`config.mk`:
```
export PLATFORM = sky130hd
export DESIGN_NAME = uart_tx_arbiter
export DESIGN_NICKNAME = d
export VERILOG_FILES = /design/src/rtl/uart_tx_arbiter.sv
export SDC_FILE = /design/constraint.sdc
export NUM_CORES = 1
export LEC_CHECK = 0
export CAP_MARGIN = 15
export CELL_PAD_IN_SITES_DETAIL_PLACEMENT = 0
export CELL_PAD_IN_SITES_GLOBAL_PLACEMENT = 1
export CORE_MARGIN = 2
export CORE_UTILIZATION = 35
export DETAILED_ROUTE_END_ITERATION = 12
export PLACE_DENSITY_LB_ADDON = 0.1
export SLEW_MARGIN = 20
export SYNTH_ARGS = -nofsm -noshare
export SYNTH_HDL_FRONTEND = slang
export SYNTH_SLANG_ARGS = --single-unit
```
`constraint.sdc`:
```
create_clock -name uart_clk -period 2.64 [get_ports uart_clk]
set_clock_uncertainty 0.05 [all_clocks]
set_input_delay 0.264 -clock uart_clk [delete_from_list [all_inputs] [get_ports uart_clk]]
set_output_delay 0.264 -clock uart_clk [all_outputs]
set_load 0.05 [all_outputs]
```
`src/rtl/uart_tx_arbiter.sv`:
```
// Round-robin arbiter sharing one UART transmitter among NREQ byte requesters.
// Latency: req_i sampled at an IDLE edge -> ack_o/tx_start_o high 1 cycle later; >= 4 cycles per byte.
// Backpressure: requesters hold req_i until ack_o; only one byte in flight, WAIT ends on tx_done_i or TIMEOUT.
//
// Ports:
//   uart_clk, reset_n       single clock, asynchronous active-low reset
//   req_i, req_data_i       per-requester request bit and byte (byte i at [i*DW +: DW])
//   ack_o, done_o           per-requester one-cycle accept / completion pulses
//   tx_start_o, tx_data_o   start pulse and byte presented to the transmitter
//   tx_done_i               transmitter completion pulse (honoured only while waiting)
//   grant_id_o              index of the current or last granted requester
//   busy_o, timeout_o       transfer in progress / aborted-transfer pulse
module uart_tx_arbiter #(
    parameter int NREQ    = 4,
    parameter int DW      = 8,
    parameter int TIMEOUT = 1023
) (
    input  logic                      uart_clk,
    input  logic                      reset_n,
    input  logic [NREQ-1:0]           req_i,
    input  logic [NREQ*DW-1:0]        req_data_i,
    output logic [NREQ-1:0]           ack_o,
    output logic [NREQ-1:0]           done_o,
    output logic                      tx_start_o,
    output logic [DW-1:0]             tx_data_o,
    input  logic                      tx_done_i,
    output logic [$clog2(NREQ)-1:0]   grant_id_o,
    output logic                      busy_o,
    output logic                      timeout_o
);

    localparam int IW = $clog2(NREQ);
    localparam int CW = $clog2(TIMEOUT + 1);

    localparam logic [1:0] S_IDLE  = 2'd0;
    localparam logic [1:0] S_START = 2'd1;
    localparam logic [1:0] S_WAIT  = 2'd2;
    localparam logic [1:0] S_DONE  = 2'd3;

    localparam logic [NREQ-1:0] ONE_HOT0 = NREQ'(1);

    logic [1:0]      r_state;
    logic [IW-1:0]   r_ptr;
    logic [IW-1:0]   r_grant;
    logic [CW-1:0]   r_cnt;
    logic [DW-1:0]   r_tx_data;
    logic [NREQ-1:0] r_ack;
    logic [NREQ-1:0] r_done;
    logic            r_tx_start;
    logic            r_busy;
    logic            r_timeout;

    logic            w_found;
    logic [IW-1:0]   w_gnt;
    logic [IW-1:0]   w_ptr_nxt;
    int              w_idx;

    // Rotating priority search starting at r_ptr. The loop runs from the
    // farthest offset down to offset 0 so the nearest set bit is written last.
    always_comb begin
        w_found = 1'b0;
        w_gnt   = r_ptr;
        w_idx   = 0;
        for (int k = NREQ - 1; k >= 0; k--) begin
            w_idx = int'(r_ptr) + k;
            if (w_idx >= NREQ) begin
                w_idx = w_idx - NREQ;
            end
            if (req_i[w_idx]) begin
                w_found = 1'b1;
                w_gnt   = IW'(w_idx);
            end
        end
    end

    // Pointer moves one past the winner so the winner has lowest priority next time.
    assign w_ptr_nxt = (w_gnt == IW'(NREQ - 1)) ? '0 : (w_gnt + 1'b1);

    always_ff @(posedge uart_clk or negedge reset_n) begin
        if (!reset_n) begin
            r_state    <= S_IDLE;
            r_ptr      <= '0;
            r_grant    <= '0;
            r_cnt      <= '0;
            r_tx_data  <= '0;
            r_ack      <= '0;
            r_done     <= '0;
            r_tx_start <= 1'b0;
            r_busy     <= 1'b0;
            r_timeout  <= 1'b0;
        end else begin
            // Pulse outputs default low; each is raised for exactly one state.
            r_ack      <= '0;
            r_done     <= '0;
            r_tx_start <= 1'b0;
            r_timeout  <= 1'b0;
            case (r_state)
                S_IDLE: begin
                    if (w_found) begin
                        r_state    <= S_START;
                        r_grant    <= w_gnt;
                        r_ptr      <= w_ptr_nxt;
                        r_tx_data  <= req_data_i[w_gnt*DW +: DW];
                        r_ack      <= ONE_HOT0 << w_gnt;
                        r_tx_start <= 1'b1;
                        r_busy     <= 1'b1;
                    end
                end
                S_START: begin
                    r_state <= S_WAIT;
                    r_cnt   <= '0;
                end
                S_WAIT: begin
                    // Completion is checked first so it wins over a same-cycle timeout.
                    // r_cnt holds (WAIT cycles elapsed - 1) during each WAIT cycle.
                    if (tx_done_i) begin
                        r_state <= S_DONE;
                        r_done  <= ONE_HOT0 << r_grant;
                    end else if (r_cnt == CW'(TIMEOUT - 1)) begin
                        r_state   <= S_DONE;
                        r_timeout <= 1'b1;
                    end else begin
                        r_cnt <= r_cnt + 1'b1;
                    end
                end
                default: begin
                    r_state <= S_IDLE;
                    r_busy  <= 1'b0;
                end
            endcase
        end
    end

    assign ack_o      = r_ack;
    assign done_o     = r_done;
    assign tx_start_o = r_tx_start;
    assign tx_data_o  = r_tx_data;
    assign grant_id_o = r_grant;
    assign busy_o     = r_busy;
    assign timeout_o  = r_timeout;

endmodule

```
[Word level (Yosys, flattened, before mapping)]
Index checks and enable logic that the tools add are counted.
W data, S select, Z words.
Word-level totals
  word-level logic and storage cells: 89
  bits in registers: 35
  bits of input ports: 39
  output and inout bits: 21
Operators by class
  reduce and logical (&&, ||, !) cells: 7
  mux-type cells: 43
  equality and inequality tests: 8
  $add $sub $neg: 9
  order comparisons: 8
  shift operators: 3
  bitwise operators: 1
Operator list (number)
  $lt A32 B4 Y1 const B: 4
  $mux W32: 4
  $shiftx A32 B6 Y8: 1
  $mux W10: 2
  $pmux W10 S2: 1
  $mux W1: 18
  $mux W2: 8
  $mux W4: 4
  $sub A3 B3 Y4 const B: 3
  $add A10 B1 Y10 const B: 1
  $eq A10 B10 Y1 const B: 1
  $ge A3 B3 Y1 const B: 3
  $bmux W1 S2: 4
  $shl A1 B2 Y4 const A: 2
  $add A2 B2 Y3 const B: 2
  $ne A2 B2 Y1 const B: 3
  $pmux W2 S3: 1
  $reduce_and A2 Y1: 3
  $eq A2 B2 Y1 const B: 2
  $sub A2 B3 Y4 const B: 1
  $add A2 B1 Y3 const B: 1
  $ge A2 B3 Y1 const B: 1
  $ne A3 B3 Y1 const B: 1
  $reduce_and A3 Y1: 1
  other kinds (7): 7

[Logic depth before layout (Yosys ltp)]
  depth after elaboration: 13
  depth in mapped cells: 8
  gate-level depth less buffers: 7

[Worst setup path after synthesis]
Ideal clock, no wire load.
  path kind: reg-to-reg
  from: reg r_ptr[1]
  to: reg r_tx_data[1] (netlist: tx_data_o[1])
  library setup time: 0.126 ns
  arrival: 1.930 ns
  data required time: 2.464 ns
  cell stages (with the launch flop): 8
  clock period less this slack: 2.106 ns
  path slack: 0.534 ns
  buffers on the path: 2
  path through: dfrtp_1 > nor2b_1 > a2111o_1 > buf_6 > nand2_4 > buf_6 > mux2_4 > a221o_1
Between the ends
  cells in the longest elaborated chain, start to end: 11
  elaborated cells on any way between the ends: 37
  classes of those cells: add/sub: 7; order compare: 4; shift: 1; mux: 24; reduce/logical: 1
RTL lines
  start, declared: line 43  | logic [IW-1:0] r_ptr;
  start signal, assigned: line 102  | r_ptr <= w_ptr_nxt;
  $add A2 B2 Y3: line 65  | w_idx = int'(r_ptr) + k;
  $sub A3 B3 Y4 / $ge A3 B3 Y1 (equally long branches): line 67, 66
  $mux W32: line 66  | if (w_idx >= NREQ) begin
  $bmux W1 S2: line 69  | if (req_i[w_idx]) begin
  $mux W1 (implied by the code) (2 in a row): line 69
  $mux W2 / $mux W1 (equally long branches) (4 in a row): line 69
  $shiftx A32 B6 Y8 / $reduce_and A2 Y1 (equally long branches)
  end signal, assigned: line 103  | r_tx_data <= req_data_i[w_gnt*DW +: DW];
  end, declared: line 46  | logic [DW-1:0] r_tx_data;
Several ways; a longest one is shown, not always the timed one. The select of a mux whose other input is x is not followed.
A chain may end at the register's enable or synchronous reset.

[Worst setup path in the final report]
  from: reg r_ptr[1]
  to: reg r_tx_data[7] (netlist: tx_data_o[7])
Same word-level chain as after synthesis.

==> insert_results.sql <==
INSERT INTO impl_metrics (metric_group, metric, value, unit) VALUES
('status', 'status', 'finished, final reports clean', ''),
('drt', 'postRouteAntennaNets', '0', ''),
('grt', 'grt_util_all_layers', '15.8', '%'),
('yosys', 'synth_top_area_cell', 'sky130_fd_sc_hd__dfrtp_1', ''),
('cells_and_area', 'final_cell_area', '2650', 'um2'),
('floorplan', 'design.portCount', '60', ''),
('yosys', 'synth_cell_types', '36', ''),
('yosys', 'synth_edf_count', '0', ''),
('sta', 'rsz0062_at_grt', 'false', ''),
('cells_and_area', 'num-nets-final', '297', ''),
('drt', 'detail_route.wirelength', '4500', 'um'),
('cells_and_area', 'diodes', '0', ''),
('floorplan', 'core_area', '5110', 'um2'),
('grt', 'global_route.overflow_total', '0', ''),
('sta', 'drv_slew', '0', ''),
('placement', 'gp_routability_congestion', '0.748', ''),
('clocking', 'clock-sinks', '35', ''),
('clocking', 'clock_insertion_delay_worst_skew', '0.29', 'ns'),
('clocking', 'cts.root.buffer_cell', 'sky130_fd_sc_hd__clkbuf_8', ''),
('yosys', 'post_synth_instance_area', '1860', 'um2'),
('yosys', 'synth_top_area_share', '47.0', '%'),
('sta', 'setup_viol_count_final', '0', ''),
('yosys', 'synth_cells', '182', ''),
('clocking', 'cts_tree', 'yes', ''),
('clocking', 'cts_max_level', '2', ''),
('floorplan', 'die_y', '77.0', 'um'),
('floorplan', 'design.die.area', '5920', 'um2'),
('grt', 'grt_start_max_net_pins', '36', ''),
('floorplan', 'fp.dieW', '77.0', 'um'),
('cells_and_area', 'final_core_utilization', '51.9', '%'),
('worst_setup_path', 'regToRegSetupSlack', '0.50', 'ns'),
('drt', 'drt_pre_antenna_iters', '4', ''),
('placement', 'dp.final_hpwl', '3380', 'um'),
('clocking', 'clkSlewWorstSetupHoldPaths', '0.07', 'ns'),
('floorplan', 'floorplan.initialDensity', '36.5', '%'),
('drt', 'detail_route.vias_per_cell', '4.97', ''),
('worst_setup_path', 'worst_ep_required', '2.76', 'ns'),
('worst_setup_path', 'timing.rr.end', 'tx_data_o[7]', ''),
('clocking', 'cts_repair_resize_count', '0', ''),
('yosys', 'syn_nets', '228', ''),
('worst_setup_path', 'critical_path.max_fanout', '13', ''),
('drt', 'routed_wire_length_per_instance', '14.0', 'um'),
('pwr', 'power.density_cell_area', '1020', 'nW/um2'),
('sta', 'worst_hold_slack', '0.343', 'ns'),
('clocking', 'cts-root-to-sink-buffers', '2', ''),
('sta', 'maxSlewHeadroom', '64.6', '%'),
('sta', 'period_share', '81.0', '%'),
('cells_and_area', 'stdcell_count', '322', ''),
('placement', 'numPortBuffers', '59', ''),
('grt', 'initial_antenna_violation_count', '0', ''),
('pwr', 'ir_worst_vdd', '0.000551', 'V'),
('cells_and_area', 'area.growth.synth_to_final', '42.4', '%'),
('sta', 'period_minus_slack', '2.14', 'ns'),
('hold_path', 'hold_path.class', 'in -> async', ''),
('worst_setup_path', 'critPathArrivalTime', '2.26', 'ns'),
('drt', 'drt_drc_violations_left', '0', ''),
('worst_setup_path', 'timing.rr.start', 'r_ptr[1]', ''),
('placement', 'detailed_place.area', '2570', 'um2'),
('worst_setup_path', 'crit_type', 'reg -> reg', ''),
('worst_setup_path', 'critPathLaunchType', 'flop', ''),
('yosys', 'synth_top_cells_by_area', 'sky130_fd_sc_hd__dfrtp_1, sky130_fd_sc_hd__mux2_4, sky130_fd_sc_hd__ha_1, sky130_fd_sc_hd__a221o_1, sky130_fd_sc_hd__nand3_1', ''),
('grt', 'gr-usage-met3', '4.12', '%'),
('cells_and_area', 'layout-drive-gt1-share', '9.92', '%'),
('job', 'maxCapViolCount', '0', ''),
('placement', 'dp_cells', '314', ''),
('yosys', 'proportion_of_register_bits_with_asynchronous_set_or_reset_after_synthesis', '100', '%'),
('grt', 'grt_use_met2', '25.4', '%'),
('grt', 'global_route.usage.met1', '20.2', '%'),
('worst_setup_path', 'worstRegToRegCells', '5', ''),
('clocking', 'cts_post_setup_buffers_inserted', '0', ''),
('worst_setup_path', 'timing.critical_path.to_type', 'flop', '');
[power breakdown]
group | internal, mW | switching, mW | leakage (nW)
Clock | 0.184 | 0.195 | 0.0412
Sequential | 0.710 | 0.127 | 0.457
Combinational | 0.589 | 0.895 | 0.627
Total | 1.48 | 1.22 | 1.12
[state kept, by name, summed over array words and instances, names as in the netlist]
| signal | count |
|---|---|
| busy_o | 1 |
| tx_start_o | 1 |
| timeout_o | 1 |
| r_cnt | 10 |
| done_o | 4 |
| r_state | 2 |
| r_ptr | 2 |
| ack_o | 4 |
| grant_id_o | 2 |
| tx_data_o | 8 |
[area by class of cell]
cell class / instances / area, um2
fill: 489 / 2450
multi-input combinational: 133 / 920
sequential: 35 / 876
timing repair buffer: 67 / 651
tap: 70 / 87.6
clock buffer: 6 / 72.6
inverter: 9 / 33.8
clock inverter: 2 / 12.5
[kinds of logic after synthesis]
kind of cell               after synthesis  synth area share, %
AOI/OAI and AO/OA                       47                 17.9
xor gates and xnor gates                 6                 2.82
muxes                                   10                 7.19
buffers and inverters                   14                 3.63
and+or+nand+nor                         63                 16.8
DFF                                     35                 47.0
adders and majority gates                7                 4.70
[critical path, cell delays in order (launching register included)]
cell,delay [ns]
sky130_fd_sc_hd__dfrtp_1,0.46
sky130_fd_sc_hd__nor2b_1,0.19
sky130_fd_sc_hd__a2111o_1,0.46
sky130_fd_sc_hd__nand2_4,0.21
sky130_fd_sc_hd__mux2_1,0.34
sky130_fd_sc_hd__a221o_1,0.32
[placed cells by master, fill, tap and decap left out, drive strengths merged, types with 7 or more instances in the layout]
cell	instances
ha	7
nand3	16
a21oi	10
dfrtp	35
nor3	7
nand2	9
nor2b	7
nor2	15
o21ai	15
mux2	9
a221o	8
inv	9
buf	8
clkdlybuf4s50	59
[metrics by stage]
stage	power [mW]	setup slack [ns]
after floorplan	1.86	0.534
final	2.70	0.501
after CTS	2.73	0.486
after detailed placement	2.34	0.253
after global placement	2.34	0.258
after global routing	2.88	0.270
[metal layers]
metal	part of all wire (%)	vias up
met4	1.6	0
met1	46	755
met5	0	-
li1	-	798
met3	5.1	8
met2	47	38
[worst max-delay path by stage]
stage | slack [ns] | to | cells past startpoint | start
global placement | 0.26 | tx_data_o[6] | 8 | req_i[3]
global route | 0.27 | r_cnt[7] | 7 | r_state[0]
finish | 0.50 | tx_data_o[7] | 5 | r_ptr[1]
CTS | 0.49 | tx_data_o[7] | 5 | r_ptr[1]
floorplan | 0.53 | tx_data_o[1] | 7 | r_ptr[1]
detailed placement | 0.25 | tx_data_o[0] | 6 | req_i[0]
(Power assumes the default switching activity.)
